`src/rtl/id_ex_pipe_pkg.sv`:
```
// ============================================================================
// id_ex_pipe_pkg : bus widths, NOP encodings and occupancy states for ID->EX
// Revision : 1.0
// ============================================================================
`default_nettype none

package id_ex_pipe_pkg;

   localparam int ALU_SEL_BUS_W  = 3;
   localparam int ALU_OP_BUS_W   = 8;
   localparam int REG_BUS_W      = 32;
   localparam int REG_ADDR_BUS_W = 5;

   localparam logic [ALU_SEL_BUS_W-1:0]  EXE_RES_NOP = 3'b000;
   localparam logic [ALU_OP_BUS_W-1:0]   EXE_NOP_OP  = 8'b0000_0000;
   localparam logic [REG_BUS_W-1:0]      ZeroWord    = 32'h0000_0000;
   localparam logic [REG_ADDR_BUS_W-1:0] NOPRegAddr  = 5'b00000;

   // Encoding doubles as the occupancy count.
   typedef enum logic [1:0] {
      ST_EMPTY = 2'd0,
      ST_ONE   = 2'd1,
      ST_FULL  = 2'd2
   } pipe_state_t;

endpackage

`default_nettype wire

```
`src/rtl/id_ex_pipe_slot.sv`:
```
// ============================================================================
// pipe_slot : one ID->EX payload register, load enable, sync clear-to-NOP
// Revision : 1.0
// ============================================================================
`default_nettype none

module pipe_slot
   import id_ex_pipe_pkg::*;
#(
   parameter int DATA_W   = REG_BUS_W,
   parameter int ADDR_W   = REG_ADDR_BUS_W,
   parameter int ALUOP_W  = ALU_OP_BUS_W,
   parameter int ALUSEL_W = ALU_SEL_BUS_W
) (
   input  logic                clk,
   input  logic                rst,
   input  logic                clr,
   input  logic                load,
   input  logic [ALUSEL_W-1:0] new_alusel,
   input  logic [ALUOP_W-1:0]  new_aluop,
   input  logic [DATA_W-1:0]   new_reg1_data,
   input  logic [DATA_W-1:0]   new_reg2_data,
   input  logic [ADDR_W-1:0]   new_waddr,
   input  logic                new_reg_we,
   input  logic                new_in_delay,
   input  logic [DATA_W-1:0]   new_link_addr,
   output logic [ALUSEL_W-1:0] alusel,
   output logic [ALUOP_W-1:0]  aluop,
   output logic [DATA_W-1:0]   reg1_data,
   output logic [DATA_W-1:0]   reg2_data,
   output logic [ADDR_W-1:0]   waddr,
   output logic                reg_we,
   output logic                in_delay,
   output logic [DATA_W-1:0]   link_addr
);

   always_ff @(posedge clk) begin
      if (rst || clr) begin
         alusel    <= ALUSEL_W'(EXE_RES_NOP);
         aluop     <= ALUOP_W'(EXE_NOP_OP);
         reg1_data <= DATA_W'(ZeroWord);
         reg2_data <= DATA_W'(ZeroWord);
         waddr     <= ADDR_W'(NOPRegAddr);
         reg_we    <= 1'b0;
         in_delay  <= 1'b0;
         link_addr <= DATA_W'(ZeroWord);
      end else if (load) begin
         alusel    <= new_alusel;
         aluop     <= new_aluop;
         reg1_data <= new_reg1_data;
         reg2_data <= new_reg2_data;
         waddr     <= new_waddr;
         reg_we    <= new_reg_we;
         in_delay  <= new_in_delay;
         link_addr <= new_link_addr;
      end
   end

endmodule

`default_nettype wire

```
`src/rtl/id_ex_pipe.sv`:
```
// ============================================================================
// id_ex_pipe : elastic ID->EX stage, optional 2-entry skid, flush to bubble
// Revision : 1.0
// ============================================================================
`default_nettype none

module id_ex_pipe
   import id_ex_pipe_pkg::*;
#(
   parameter int DATA_W   = REG_BUS_W,
   parameter int ADDR_W   = REG_ADDR_BUS_W,
   parameter int ALUOP_W  = ALU_OP_BUS_W,
   parameter int ALUSEL_W = ALU_SEL_BUS_W,
   parameter int SKID_EN  = 1
) (
   input  logic                clk,
   input  logic                rst,
   input  logic                flush,
   input  logic                id_valid,
   output logic                id_ready,
   input  logic [ALUSEL_W-1:0] id_alusel,
   input  logic [ALUOP_W-1:0]  id_aluop,
   input  logic [DATA_W-1:0]   id_reg1_data,
   input  logic [DATA_W-1:0]   id_reg2_data,
   input  logic [ADDR_W-1:0]   id_waddr,
   input  logic                id_reg_we,
   input  logic                id_in_delay,
   input  logic [DATA_W-1:0]   id_link_addr,
   output logic                ex_valid,
   input  logic                ex_ready,
   output logic [ALUSEL_W-1:0] ex_alusel,
   output logic [ALUOP_W-1:0]  ex_aluop,
   output logic [DATA_W-1:0]   ex_reg1_data,
   output logic [DATA_W-1:0]   ex_reg2_data,
   output logic [ADDR_W-1:0]   ex_waddr,
   output logic                ex_reg_we,
   output logic                ex_in_delay,
   output logic [DATA_W-1:0]   ex_link_addr,
   output logic [1:0]          occupancy
);

   pipe_state_t state;
   logic        accept;
   logic        consume;
   logic        main_load;
   logic        main_clr;
   logic        sel_skid;

   logic [ALUSEL_W-1:0] main_alusel,    skid_alusel,    new_alusel;
   logic [ALUOP_W-1:0]  main_aluop,     skid_aluop,     new_aluop;
   logic [DATA_W-1:0]   main_reg1_data, skid_reg1_data, new_reg1_data;
   logic [DATA_W-1:0]   main_reg2_data, skid_reg2_data, new_reg2_data;
   logic [ADDR_W-1:0]   main_waddr,     skid_waddr,     new_waddr;
   logic                main_reg_we,    skid_reg_we,    new_reg_we;
   logic                main_in_delay,  skid_in_delay,  new_in_delay;
   logic [DATA_W-1:0]   main_link_addr, skid_link_addr, new_link_addr;

   assign ex_valid  = (state != ST_EMPTY);
   assign occupancy = state;
   assign consume   = ex_valid & ex_ready;
   assign accept    = id_valid & id_ready & ~flush;

   generate
      if (SKID_EN != 0) begin : g_ready_reg
         assign id_ready = (state != ST_FULL);
      end else begin : g_ready_comb
         assign id_ready = ~ex_valid | ex_ready;
      end
   endgenerate

   always_ff @(posedge clk) begin
      if (rst || flush) begin
         state <= ST_EMPTY;
      end else begin
         case (state)
            ST_EMPTY: if (accept) state <= ST_ONE;
            ST_ONE: begin
               if (accept && !consume && SKID_EN != 0) state <= ST_FULL;
               else if (consume && !accept)            state <= ST_EMPTY;
            end
            ST_FULL:  if (consume) state <= ST_ONE;
            default:  state <= ST_EMPTY;
         endcase
      end
   end

   // Main refills from the skid when draining FULL, otherwise straight from ID.
   assign sel_skid  = (state == ST_FULL);
   assign main_load = (accept & ((state == ST_EMPTY) | ((state == ST_ONE) & consume)))
                    | (sel_skid & consume);
   assign main_clr  = flush | ((state == ST_ONE) & consume & ~accept);

   assign new_alusel    = sel_skid ? skid_alusel    : id_alusel;
   assign new_aluop     = sel_skid ? skid_aluop     : id_aluop;
   assign new_reg1_data = sel_skid ? skid_reg1_data : id_reg1_data;
   assign new_reg2_data = sel_skid ? skid_reg2_data : id_reg2_data;
   assign new_waddr     = sel_skid ? skid_waddr     : id_waddr;
   assign new_reg_we    = sel_skid ? skid_reg_we    : id_reg_we;
   assign new_in_delay  = sel_skid ? skid_in_delay  : id_in_delay;
   assign new_link_addr = sel_skid ? skid_link_addr : id_link_addr;

   pipe_slot #(
      .DATA_W(DATA_W), .ADDR_W(ADDR_W), .ALUOP_W(ALUOP_W), .ALUSEL_W(ALUSEL_W)
   ) u_main (
      .clk(clk), .rst(rst), .clr(main_clr), .load(main_load),
      .new_alusel(new_alusel), .new_aluop(new_aluop),
      .new_reg1_data(new_reg1_data), .new_reg2_data(new_reg2_data),
      .new_waddr(new_waddr), .new_reg_we(new_reg_we),
      .new_in_delay(new_in_delay), .new_link_addr(new_link_addr),
      .alusel(main_alusel), .aluop(main_aluop),
      .reg1_data(main_reg1_data), .reg2_data(main_reg2_data),
      .waddr(main_waddr), .reg_we(main_reg_we),
      .in_delay(main_in_delay), .link_addr(main_link_addr)
   );

   generate
      if (SKID_EN != 0) begin : g_skid
         logic skid_load;
         logic skid_clr;

         assign skid_load = accept & (state == ST_ONE) & ~consume;
         assign skid_clr  = flush | (sel_skid & consume);

         pipe_slot #(
            .DATA_W(DATA_W), .ADDR_W(ADDR_W), .ALUOP_W(ALUOP_W), .ALUSEL_W(ALUSEL_W)
         ) u_skid (
            .clk(clk), .rst(rst), .clr(skid_clr), .load(skid_load),
            .new_alusel(id_alusel), .new_aluop(id_aluop),
            .new_reg1_data(id_reg1_data), .new_reg2_data(id_reg2_data),
            .new_waddr(id_waddr), .new_reg_we(id_reg_we),
            .new_in_delay(id_in_delay), .new_link_addr(id_link_addr),
            .alusel(skid_alusel), .aluop(skid_aluop),
            .reg1_data(skid_reg1_data), .reg2_data(skid_reg2_data),
            .waddr(skid_waddr), .reg_we(skid_reg_we),
            .in_delay(skid_in_delay), .link_addr(skid_link_addr)
         );
      end else begin : g_no_skid
         assign skid_alusel    = ALUSEL_W'(EXE_RES_NOP);
         assign skid_aluop     = ALUOP_W'(EXE_NOP_OP);
         assign skid_reg1_data = DATA_W'(ZeroWord);
         assign skid_reg2_data = DATA_W'(ZeroWord);
         assign skid_waddr     = ADDR_W'(NOPRegAddr);
         assign skid_reg_we    = 1'b0;
         assign skid_in_delay  = 1'b0;
         assign skid_link_addr = DATA_W'(ZeroWord);
      end
   endgenerate

   // Bubbles always present NOP encodings downstream.
   assign ex_alusel    = ex_valid ? main_alusel    : ALUSEL_W'(EXE_RES_NOP);
   assign ex_aluop     = ex_valid ? main_aluop     : ALUOP_W'(EXE_NOP_OP);
   assign ex_reg1_data = ex_valid ? main_reg1_data : DATA_W'(ZeroWord);
   assign ex_reg2_data = ex_valid ? main_reg2_data : DATA_W'(ZeroWord);
   assign ex_waddr     = ex_valid ? main_waddr     : ADDR_W'(NOPRegAddr);
   assign ex_reg_we    = ex_valid & main_reg_we;
   assign ex_in_delay  = ex_valid & main_in_delay;
   assign ex_link_addr = ex_valid ? main_link_addr : DATA_W'(ZeroWord);

endmodule

`default_nettype wire

```
`config.mk`:
```
export PLATFORM = sky130hd
export DESIGN_NAME = id_ex_pipe
export DESIGN_NICKNAME = d
export VERILOG_FILES = /design/src/rtl/id_ex_pipe_pkg.sv /design/src/rtl/id_ex_pipe_slot.sv /design/src/rtl/id_ex_pipe.sv
export SDC_FILE = /design/constraint.sdc
export NUM_CORES = 1
export LEC_CHECK = 0
export BUFFER_PORTS_ARGS = -buffer_cell sky130_fd_sc_hd__buf_4
export CORE_MARGIN = 2
export CORE_UTILIZATION = 45
export DETAILED_ROUTE_END_ITERATION = 7
export MAX_ROUTING_LAYER = met4
export PLACE_DENSITY = 0.7
export RECOVER_POWER = 50
export SYNTH_ARGS = -nofsm -noshare
export SYNTH_HDL_FRONTEND = slang
export SYNTH_SLANG_ARGS = --single-unit
```
`constraint.sdc`:
```
create_clock -name clk -period 1.7 [get_ports clk]
set_clock_uncertainty 0.2 [all_clocks]
set_input_delay 0.085 -clock clk [delete_from_list [all_inputs] [get_ports clk]]
set_output_delay 0.085 -clock clk [all_outputs]
set_load 0.02 [all_outputs]
```
==> qor.yml <==
path_max_fanout: 15
finalCriticalPeriod_ns: 2.02
synth.distinct_cells: 28
gr-total-overflow: 0
yosysSeqAreaShare_pct: 41.0
avgSynthCellArea_um2: 9.25
wl_per_cell_um: 26.0
violations: "negative setup slack"
holdPathStages: 3
synthCells: 1215
clock-root-buffer: "clkbuf_16"
setup_violations: 344
dieHeight_um: 162
status: "complete, but fails checks"
syn_nets: 1334
antenna_cells: 0
arrival_ns: 2.21
antenna_left: 0
timing.reg2reg.setup_slack_ns: -0.32
postLayoutCellArea_um2: 19000
dr_wl_met3_mm: 5.24
final_hold_viol_count: 0
placed_cell_area_um2: 13700
maxSlewHeadroom_pct: 53.0
dieArea_um2: 26300
drc: 0
yosysWarnings: 0
totalPowerFinal_mw: 13.1
multiInputGateArea_um2: 7130
row_count: 57
globalplace.congestion: 0.786
viasPerCell: 6.54
clk_latency_ns: 0.54
r2r-end: "u_main.reg1_data[30]"
cts.clk_slew.worst_paths_ns: 0.07
fill_cells: 1397
worstSetupStartpointType: "flip-flop"
antenna_found_initial: 0
hpwl_mm: 22.1
r2r-start: "occupancy[0]"
peakVddDrop_v: 0.000585
finalNonFillerCells: 1923
worstMarginPinSlew_ns: 0.705
m1WireLength_mm: 19.1
die_w_um: 162
htreeDepth: 1
ys_ff_latch: 230
cts_tree: "built"
first_pass_iters: 6
finalWorstSetupSlack_ns: -0.324
cts.path.max_buffers: 3
finalCritPeriodShare_pct: 119
synth_area_um2: 11200
p_leak_nw: 7.42
end_kind: "flip-flop"
cap_violations: 0
design.core.area_um2: 24400
initial_core_util_pct: 46.1
rsz0062_at_grt: "yes"
crit_required_ns: 1.89
port_buffers: 236
setup_tns_ns: -54.76
drt_wl_total_mm: 50.1
min_to: "occupancy[1]"
syn2layout_area_growth_pct: 68.7
routed-via-count: 12600
min_path_type: "in2reg"
grt_first_pass_wirelength_mm: 64.7
dr_wl_met2_mm: 23.2
dp_slack_ns: -0.0136
grt_max_degree: 67
worst_r2r_path_depth: 7
fmax_ghz: 0.494
grt_pass1_vias: 11600
hp-start: "rst"
place_inst: 1678
pwr_density_cell_nw_per_um2: 688
regArea_um2: 4610
layout-drive-gt1-share_pct: 44.3
maxSlewViolCount: 0
num-nets-final: 1705
ios: 237
cts_buffers: 25
grt_use_total_pct: 31.6
cts_sinks: 230
top_layer: "met4"
drt_iter0_drc: 1423
worst-setup-path-type: "reg2reg"
[critical path, stage by stage (launching register included)]
cell and delay (ns):
dfxtp_4 0.38, buf_6 0.12, buf_6 0.10, nand2b_4 0.11, buf_6 0.17, clkbuf_16 0.19
a311oi_1 0.50, a211oi_2 0.11
[how the worst max path moves through the flow]
| stage | startpoint | end | slack, ns | depth (start not counted) |
|---|---|---|---|---|
| global placement | occupancy[1] | u_main.link_addr[31] | 0.04 | 4 |
| global route | occupancy[1] | g_skid.u_skid.link_addr[23] | -0.31 | 7 |
| CTS | occupancy[0] | ex_link_addr[7] | -0.18 | 5 |
| detailed placement | occupancy[0] | u_main.waddr[4] | -0.01 | 5 |
| floorplan | occupancy[1] | u_main.aluop[0] | -0.08 | 8 |
| finish | occupancy[0] | u_main.reg1_data[30] | -0.32 | 7 |
[through the flow]
stage	util [%]	hold slack [ns]
3_3_place_gp	56.4	0.0608
5_1_grt	77.7	0.103
4_1_cts	69.7	0.0959
6_report	77.7	0.108
2_1_floorplan	-	-0.0423
3_5_place_dp	56.4	0.0597
[repair_timing]
item,4_1_cts,5_1_grt
buffers inserted,23,17
endpoints found under the hold margin,230,0
pin swaps,21,111
cloned,19,35
gates resized for setup,154,256
hold buffers,118,0
endpoints found under the setup margin,144,344
[metal layers]
| layer | vias to the layer above | GRT usage (%) |
|---|---|---|
| met3 | 210 | 5.44 |
| met4 | 0 | 12.9 |
| li1 | 5336 | - |
| met1 | 6101 | 40.7 |
| met2 | 931 | 49.5 |
| met5 | - | - |
[registers in the layout, summed over array words and instances (netlist names)]
name,flops
g_skid.u_skid.aluop,8
g_skid.u_skid.alusel,3
g_skid.u_skid.in_delay,1
g_skid.u_skid.link_addr,32
g_skid.u_skid.reg1_data,32
g_skid.u_skid.reg2_data,32
g_skid.u_skid.reg_we,1
g_skid.u_skid.waddr,5
occupancy,2
u_main.aluop,8
u_main.alusel,3
u_main.in_delay,1
u_main.link_addr,32
u_main.reg1_data,32
u_main.reg2_data,32
u_main.reg_we,1
u_main.waddr,5
[power breakdown]
part / internal (mW) / leakage (nW) / total [mW] / switching, mW
registers: 5.49 / 1.86 / 5.58 / 0.0830
logic: 1.18 / 5.21 / 2.36 / 1.18
clock network: 2.82 / 0.349 / 5.11 / 2.29
[area by class of cell]
cell class | count | area share [%]
multi-input cells | 818 | 37.6
repair buffers | 508 | 32.0
flip-flops and latches | 230 | 24.3
clock buffers | 37 | 3.70
well taps | 324 | 2.14
inverters | 3 | 0.139
clock inverters | 3 | 0.112
[cell usage in the layout (no fill, tap or decap), types with 21 or more instances in the layout]
| master | n |
|---|---|
| dfxtp_1 | 228 |
| buf_4 | 193 |
| dlygate4sd3_1 | 118 |
| nand3_1 | 115 |
| o21ai_0 | 102 |
| a211oi_2 | 94 |
| buf_6 | 89 |
| mux2i_1 | 88 |
| and2_1 | 78 |
| a311oi_1 | 62 |
| a21oi_2 | 55 |
| clkbuf_16 | 55 |
| a21oi_1 | 54 |
| buf_12 | 53 |
| a311oi_2 | 40 |
| and2_4 | 36 |
| mux2i_2 | 21 |
[synth_stat cells]
library cell / count / area (µm²)
buf_2: 43 / 215
nor2_1: 2 / 7.51
nor2b_1: 1 / 6.26
buf_6: 8 / 90.1
clkbuf_1: 109 / 409
mux2i_1: 115 / 1150
and2_1: 114 / 713
nand3_1: 115 / 576
inv_2: 2 / 7.51
a211oi_2: 60 / 751
or3b_2: 1 / 8.76
a31o_1: 1 / 8.76
nand4bb_1: 1 / 11.3
o21ai_1: 1 / 5.00
nand2b_1: 2 / 12.5
and3b_1: 1 / 8.76
dfxtp_1: 230 / 4600
a311oi_1: 114 / 998
inv_1: 1 / 3.75
o41ai_4: 1 / 27.5
a21oi_1: 115 / 576
nor4bb_1: 1 / 10.0
a211oi_1: 54 / 405
a2111oi_0: 1 / 8.76
o21ai_0: 114 / 571
buf_4: 5 / 37.5
nand2_1: 2 / 7.51
o21a_1: 1 / 7.51
[cell families after synthesis]
kind of cell / Yosys count / share of synthesized area [%]
compound gates: 462 / 29.9
mux: 115 / 10.2
buf+inv: 168 / 6.79
flops: 230 / 41.0
simple gates: 240 / 12.1
No activity file was read; power rests on OpenSTA's default activity.
